File: src/rtl/mod_exp_ctrl_if.sv
// Operand/strobe bundle between the exponentiation sequencer and the shared mod_operation unit.
// The sequencer is the master: it issues operands, the mod unit answers with a result strobe.
interface mod_exp_ctrl_if #(
  parameter int WIDTH = 32
);
  logic             mod_ena;
  logic [WIDTH-1:0] mod_a;
  logic [WIDTH-1:0] mod_b;
  logic [WIDTH-1:0] mod_res;
  logic             mod_write;

  modport master (
    output mod_ena, mod_a, mod_b,
    input  mod_res, mod_write
  );

  modport slave (
    input  mod_ena, mod_a, mod_b,
    output mod_res, mod_write
  );
endinterface

File: src/rtl/mod_exp_ctrl.sv
// Right-to-left square-and-multiply sequencer: result = base^exp mod modulus, with every
// reduction delegated to one external mod unit and the products formed combinationally here.
module mod_exp_ctrl #(
  parameter int WIDTH = 32,
  parameter int OP_W  = 16,
  parameter int EXP_W = 16
) (
  input  logic             clock,
  input  logic             reset_n,
  input  logic             start,
  input  logic [WIDTH-1:0] base_in,
  input  logic [EXP_W-1:0] exp_in,
  input  logic [OP_W-1:0]  mod_in,
  output logic             busy,
  output logic             done,
  output logic             err,
  output logic [OP_W-1:0]  result,
  mod_exp_ctrl_if.master   mod
);

  typedef enum logic [3:0] {
    S_IDLE,
    S_RED_ISSUE,
    S_RED_WAIT,
    S_CHECK,
    S_MUL_ISSUE,
    S_MUL_WAIT,
    S_SQR_ISSUE,
    S_SQR_WAIT,
    S_FINISH
  } state_t;

  state_t           r_state;
  logic [OP_W-1:0]  r_b;
  logic [OP_W-1:0]  r_r;
  logic [EXP_W-1:0] r_e;
  logic [OP_W-1:0]  r_m;
  logic             r_err_pend;
  logic             r_busy;
  logic             r_done;
  logic             r_err;
  logic [OP_W-1:0]  r_result;
  logic             r_mod_ena;
  logic [WIDTH-1:0] r_mod_a;
  logic [WIDTH-1:0] r_mod_b;

  logic [2*OP_W-1:0] w_prod_rb;
  logic [2*OP_W-1:0] w_prod_bb;
  logic [OP_W-1:0]   w_one_mod;
  logic [OP_W-1:0]   w_res_lo;
  logic              w_exp_last;
  logic              w_unused;

  assign w_prod_rb  = (2*OP_W)'(r_r) * (2*OP_W)'(r_b);
  assign w_prod_bb  = (2*OP_W)'(r_b) * (2*OP_W)'(r_b);
  // 1 mod m is 0 only for m == 1; m == 0 never reaches the datapath
  assign w_one_mod  = (r_m == OP_W'(1)) ? '0 : OP_W'(1);
  assign w_res_lo   = mod.mod_res[OP_W-1:0];
  assign w_exp_last = (r_e[EXP_W-1:1] == '0);
  assign w_unused   = ^mod.mod_res[WIDTH-1:OP_W];

  assign busy        = r_busy;
  assign done        = r_done;
  assign err         = r_err;
  assign result      = r_result;
  assign mod.mod_ena = r_mod_ena;
  assign mod.mod_a   = r_mod_a;
  assign mod.mod_b   = r_mod_b;

  // mod_ena/mod_a are loaded on the edge that enters an ISSUE state, so the pulse
  // coincides with the ISSUE cycle and the operands stay put through the WAIT state.
  always_ff @(posedge clock) begin
    if (!reset_n) begin
      r_state    <= S_IDLE;
      r_b        <= '0;
      r_r        <= '0;
      r_e        <= '0;
      r_m        <= '0;
      r_err_pend <= 1'b0;
      r_busy     <= 1'b0;
      r_done     <= 1'b0;
      r_err      <= 1'b0;
      r_result   <= '0;
      r_mod_ena  <= 1'b0;
      r_mod_a    <= '0;
      r_mod_b    <= '0;
    end else begin
      r_mod_ena <= 1'b0;
      r_done    <= 1'b0;
      case (r_state)
        S_IDLE: begin
          if (start) begin
            r_e    <= exp_in;
            r_m    <= mod_in;
            r_busy <= 1'b1;
            r_err  <= 1'b0;
            if (mod_in == '0) begin
              r_err_pend <= 1'b1;
              r_r        <= '0;
              r_state    <= S_FINISH;
            end else if (exp_in == '0) begin
              r_err_pend <= 1'b0;
              r_r        <= (mod_in == OP_W'(1)) ? '0 : OP_W'(1);
              r_state    <= S_FINISH;
            end else begin
              r_err_pend <= 1'b0;
              r_mod_ena  <= 1'b1;
              r_mod_a    <= base_in;
              r_mod_b    <= WIDTH'(mod_in);
              r_state    <= S_RED_ISSUE;
            end
          end
        end
        S_RED_ISSUE: r_state <= S_RED_WAIT;
        S_RED_WAIT: begin
          if (mod.mod_write) begin
            r_b     <= w_res_lo;
            r_r     <= w_one_mod;
            r_state <= S_CHECK;
          end
        end
        S_CHECK: begin
          r_mod_ena <= 1'b1;
          if (r_e[0]) begin
            r_mod_a <= WIDTH'(w_prod_rb);
            r_state <= S_MUL_ISSUE;
          end else begin
            r_mod_a <= WIDTH'(w_prod_bb);
            r_state <= S_SQR_ISSUE;
          end
        end
        S_MUL_ISSUE: r_state <= S_MUL_WAIT;
        S_MUL_WAIT: begin
          if (mod.mod_write) begin
            r_r <= w_res_lo;
            // the final multiply is not followed by a (useless) squaring
            if (w_exp_last) begin
              r_state <= S_FINISH;
            end else begin
              r_mod_ena <= 1'b1;
              r_mod_a   <= WIDTH'(w_prod_bb);
              r_state   <= S_SQR_ISSUE;
            end
          end
        end
        S_SQR_ISSUE: r_state <= S_SQR_WAIT;
        S_SQR_WAIT: begin
          if (mod.mod_write) begin
            r_b     <= w_res_lo;
            r_e     <= r_e >> 1;
            r_state <= S_CHECK;
          end
        end
        S_FINISH: begin
          r_done   <= 1'b1;
          r_result <= r_r;
          r_err    <= r_err_pend;
          r_busy   <= 1'b0;
          r_state  <= S_IDLE;
        end
        default: r_state <= S_IDLE;
      endcase
    end
  end

endmodule

File: src/flat_wrapper.sv
// flat-port wrapper written by rule: the top's interface ports become plain ports
module mod_exp_ctrl_flat 
#(
  parameter int WIDTH = 32,
  parameter int OP_W  = 16,
  parameter int EXP_W = 16
)
  (clock, reset_n, start, base_in, exp_in, mod_in, busy, done, err, result, mod_mod_ena, mod_mod_a, mod_mod_b, mod_mod_res, mod_mod_write);
  mod_exp_ctrl_if #(.WIDTH(WIDTH)) mod_i ();
  input  logic clock;
  input  logic reset_n;
  input  logic start;
  input  logic [WIDTH-1:0] base_in;
  input  logic [EXP_W-1:0] exp_in;
  input  logic [OP_W-1:0] mod_in;
  output logic busy;
  output logic done;
  output logic err;
  output logic [OP_W-1:0] result;
  output wire logic [$bits(mod_i.mod_ena)-1:0] mod_mod_ena;
  output wire logic [$bits(mod_i.mod_a)-1:0] mod_mod_a;
  output wire logic [$bits(mod_i.mod_b)-1:0] mod_mod_b;
  input wire logic [$bits(mod_i.mod_res)-1:0] mod_mod_res;
  input wire logic [$bits(mod_i.mod_write)-1:0] mod_mod_write;
  assign mod_mod_ena = mod_i.mod_ena;
  assign mod_mod_a = mod_i.mod_a;
  assign mod_mod_b = mod_i.mod_b;
  assign mod_i.mod_res = mod_mod_res;
  assign mod_i.mod_write = mod_mod_write;
  mod_exp_ctrl #(.WIDTH(WIDTH), .OP_W(OP_W), .EXP_W(EXP_W)) u_core (.clock(clock), .reset_n(reset_n), .start(start), .base_in(base_in), .exp_in(exp_in), .mod_in(mod_in), .busy(busy), .done(done), .err(err), .result(result), .mod(mod_i));
endmodule
File: config.mk
export PLATFORM = sky130hd
export DESIGN_NAME = mod_exp_ctrl_flat
export DESIGN_NICKNAME = d
export VERILOG_FILES = /design/src/rtl/mod_exp_ctrl_if.sv /design/src/rtl/mod_exp_ctrl.sv /design/src/flat_wrapper.sv
export SDC_FILE = /design/constraint.sdc
export NUM_CORES = 1
export LEC_CHECK = 0
export BUFFER_PORTS_ARGS = -buffer_cell sky130_fd_sc_hd__buf_2
export CORE_MARGIN = 5
export CORE_UTILIZATION = 55
export DETAILED_ROUTE_END_ITERATION = 7
export PLACE_DENSITY_LB_ADDON = 0.08
export SLEW_MARGIN = 20
export SYNTH_ARGS = -nofsm -noshare
export SYNTH_HDL_FRONTEND = slang
export SYNTH_SLANG_ARGS = --single-unit
File: constraint.sdc
create_clock -name clock -period 7.8 [get_ports clock]
set_clock_uncertainty 0.15 [all_clocks]
set_input_delay 0.39 -clock clock [delete_from_list [all_inputs] [get_ports clock]]
set_output_delay 0.39 -clock clock [all_outputs]
set_load 0.05 [all_outputs]
==> results.py <==
metrics = {
    "yosys": {
        "synthArstFlopShare_pct": 0,
        "synth_compound_area_share_pct": 12.08,
        "yosys_warnings": 0,
        "synth_seq_cells": 137,
        "avgSynthCellArea_um2": 8.579,
        "yosys.area_share.simple_pct": 16.49,
        "synth_ff_type": "dfxtp_1",
        "synth.distinct_cells": 84,
        "synth_top_family_by_area": "adder cells",
        "ys_seq_area_share_pct": 12.33,
        "synth_edf_count": 0,
        "synthMuxAreaShare_pct": 1.868,
        "yosys.area_share.adder_pct": 43.53,
        "synthCells": 2592,
        "synthXorXnorAreaFrac_pct": 2.245,
        "netlist_area_um2": 22240,
    },
    "pwr": {
        "power.internal_mw": 1.432,
        "power.switching_mw": 0.9180,
        "p_seq_share_pct": 36.7,
        "max-vdd-ir-drop_uv": 155.1,
        "switching_share_pct": 39.06,
        "p_clk_share_pct": 33.4,
        "powerDensity_nw_per_um2": 97.45,
        "p_leak_nw": 13.02,
        "pwr-share-comb_pct": 30.0,
    },
    "layout": {
        "syn_to_final_growth_pct": 8.446,
        "seqCellArea_um2": 2743,
        "fillers": 3572,
        "drive_above_1_share_pct": 10.46,
        "finish.instance_area_um2": 24110,
        "final_common_cell": "inv_1",
        "layoutNonFillerInstCount": 3222,
        "utilization_pct": 60.55,
        "mostFrequentLayoutCells": "inv_1, nand2_1, fa_1",
        "fin_nets": 3343,
        "multiInputGateArea_um2": 17030,
    },
    "clock_network": {
        "cts_max_path_buffers": 2,
        "cts_num_sinks": 137,
        "postCtsHoldBufs": 0,
        "cts_resized": 0,
        "cts_tree": "built",
        "worstSkewPairLatency_ns": 0.44,
        "cts_setup_buffers": 0,
        "cts-htree-levels": 4,
        "path_clk_slew_ns": 0.06,
        "cts-root-buf": "clkbuf_16",
        "cts_buffers": 17,
    },
    "critical_path": {
        "crit_top_cell": "fa_1",
        "crit_chain": "buf_4, and2_1, fa_1, inv_1, fa_1, fa_1, fa_1, inv_1, fa_1, inv_1, fa_1, inv_1, ha_1, nand4_1, nor3_1, a21boi_2, o221ai_4, a211oi_2, a21oi_2, o21ai_2, xor2_1, a221oi_1, nor2_1",
        "worst-path-max-fanout": 20,
        "crit_required_ns": 8.01,
        "critPathBufInv": 5,
        "cp_slowest_cell": "dfxtp_1",
        "cp_top_family": "adder cells",
        "start_kind": "flip-flop",
        "crit_path_max_incr_delay_ns": 1.04,
        "critPathKind": "reg -> reg",
        "cp-end-kind": "flip-flop",
        "critPathArrivalTime_ns": 7.48,
    },
    "timing": {
        "rsz0062_at_grt": "false",
        "setup_viol": 0,
        "worst_slew_pin_slew_ns": 1.116,
        "relSlewSlack_pct": 25.57,
        "drv_slew": 0,
        "hold_violations": 0,
        "fmax_ghz": 0.1375,
        "min_period_ns": 7.274,
        "tns_ns": 0,
        "fin_crit_sh_pct": 93.26,
    },
    "outcome": {
        "status": "finished clean",
    },
    "detailed_routing": {
        "drtIter0Drc": 1221,
        "drtPass1Iterations": 6,
        "ant_nets": 0,
        "drt_wl_total_um": 62050,
        "remaining_drc_errors": 0,
        "wire_per_inst_um": 19.26,
        "dr_total_vias": 17857,
        "vias_per_cell": 5.542,
    },
    "place": {
        "gp_congestion": 0.9586,
        "port_buffers": 151,
        "dp_hpwl_um": 50550,
        "dp.cells": 3189,
        "dpl_cell_area_um2": 23530,
    },
    "global_route": {
        "grt_max_degree": 74,
        "grt_pass1_vias": 18406,
        "grt_pass1_wl_um": 99880,
        "grt.total_usage_pct": 28.26,
        "antenna_found_initial": 5,
        "overflow": 0,
    },
    "run": {
        "drv_cap": 0,
    },
    "die": {
        "ioPinCount": 184,
        "die_w_um": 211.1,
        "core_region_area_um2": 39820,
        "initial_core_util_pct": 55.84,
        "rows": 73,
        "die_area_um2": 44550,
        "die_y_um": 211.1,
    },
    "worst_hold_path": {
        "hold_path_class": "in -> reg",
    },
}
## worst min-delay path: stages
cell and delay [ns]:
buf_2 0.11, nand2_1 0.05, a21oi_1 0.05
## cell usage after synthesis, types with 5 or more instances
cell type / count / share of area, %
a211oi_1: 7 / 0.24
a21boi_0: 52 / 1.8
a21boi_1: 8 / 0.27
a21o_1: 29 / 0.98
a21oi_1: 78 / 1.8
a221oi_1: 16 / 0.63
a222oi_1: 5 / 0.23
a22oi_1: 7 / 0.24
a31oi_1: 9 / 0.25
and2_1: 149 / 4.2
and3_1: 8 / 0.23
buf_2: 14 / 0.32
buf_4: 17 / 0.57
clkbuf_1: 123 / 2.1
dfxtp_1: 137 / 12
fa_1: 356 / 32
ha_1: 204 / 11
inv_1: 488 / 8.2
mux2i_1: 37 / 1.7
nand2_1: 399 / 6.7
nand2b_1: 17 / 0.48
nand3_1: 42 / 0.95
nand4_1: 7 / 0.20
nor2_1: 67 / 1.1
nor2b_1: 31 / 0.87
nor3_1: 11 / 0.25
nor4_1: 16 / 0.45
o211a_1: 27 / 1.2
o211ai_1: 11 / 0.37
o21a_1: 8 / 0.27
o21ai_0: 33 / 0.74
o21ai_1: 25 / 0.56
xnor2_1: 41 / 1.6
xor2_1: 16 / 0.63
## final cells by class
class	count	area share, %
Sequential cell	137	11.37
Clock inverter	14	0.5604
Multi-Input combinational cell	1822	70.61
Timing Repair Buffer	217	5.303
Antenna cell	1	0.01038
Tap cell	525	2.724
Clock buffer	18	1.821
Inverter	488	7.596
## power by group through the flow
stage / clock network, mW / registers [mW] / logic, mW
3_3_place_gp: 0 / 0.871 / 0.691
5_1_grt: 0.825 / 0.870 / 0.754
4_1_cts: 0.790 / 0.859 / 0.702
2_1_floorplan: 0 / 1.02 / 0.336
6_report: 0.784 / 0.861 / 0.704
3_5_place_dp: 0 / 0.873 / 0.700
## per-layer routing
| layer | part of all wire (%) | GRT usage [%] |
|---|---|---|
| met5 | 0.082 | 0 |
| met4 | 2.9 | 7.601 |
| met3 | 7.7 | 5.674 |
| met2 | 47 | 45.77 |
| met1 | 43 | 39.03 |
## final timing paths
| kind | from | to | slack [ns] | depth (start not counted) |
|---|---|---|---|---|
| setup reg to reg | u_core.r_b[5] | u_core.mod.mod_a[29] | 0.53 | 23 |
| hold / removal | mod_in[3] | u_core.mod.mod_b[3] | 0.06 | 3 |
| hold reg to reg | u_core.mod.mod_b[4] | u_core.mod.mod_b[4] | 0.31 | 2 |
| setup / recovery | u_core.r_b[5] | u_core.mod.mod_a[29] | 0.53 | 23 |
## per-stage QoR
step	hold WS, ns	setup slack (ns)	total power [mW]
floorplan	0.2887	1.309	1.357
global placement	0.2905	0.6243	1.563
detailed placement	0.2987	0.5680	1.573
CTS	0.05763	0.5402	2.352
global route	0.06990	0.1096	2.450
finish	0.06220	0.5257	2.350
## registers in the layout, indices dropped and copies added, names as in the netlist
| register | count |
|---|---|
| u_core.mod.mod_ena | 1 |
| u_core.r_m | 16 |
| u_core.mod.mod_b | 16 |
| u_core.r_e | 16 |
| u_core.done | 1 |
| u_core.r_err_pend | 1 |
| u_core.result | 16 |
| u_core.busy | 1 |
| u_core.r_b | 16 |
| u_core.r_r | 16 |
| u_core.err | 1 |
| u_core.mod.mod_a | 32 |
| u_core.r_state | 4 |
## cell families after synthesis
kind of cell / count (synthesis)
simple gates: 774
buf+inv: 648
fa+ha+maj: 560
compound gates: 374
flops: 137
xor+xnor: 57
mux: 41
other cells: 1
No activity file was read; power rests on OpenSTA's default activity.
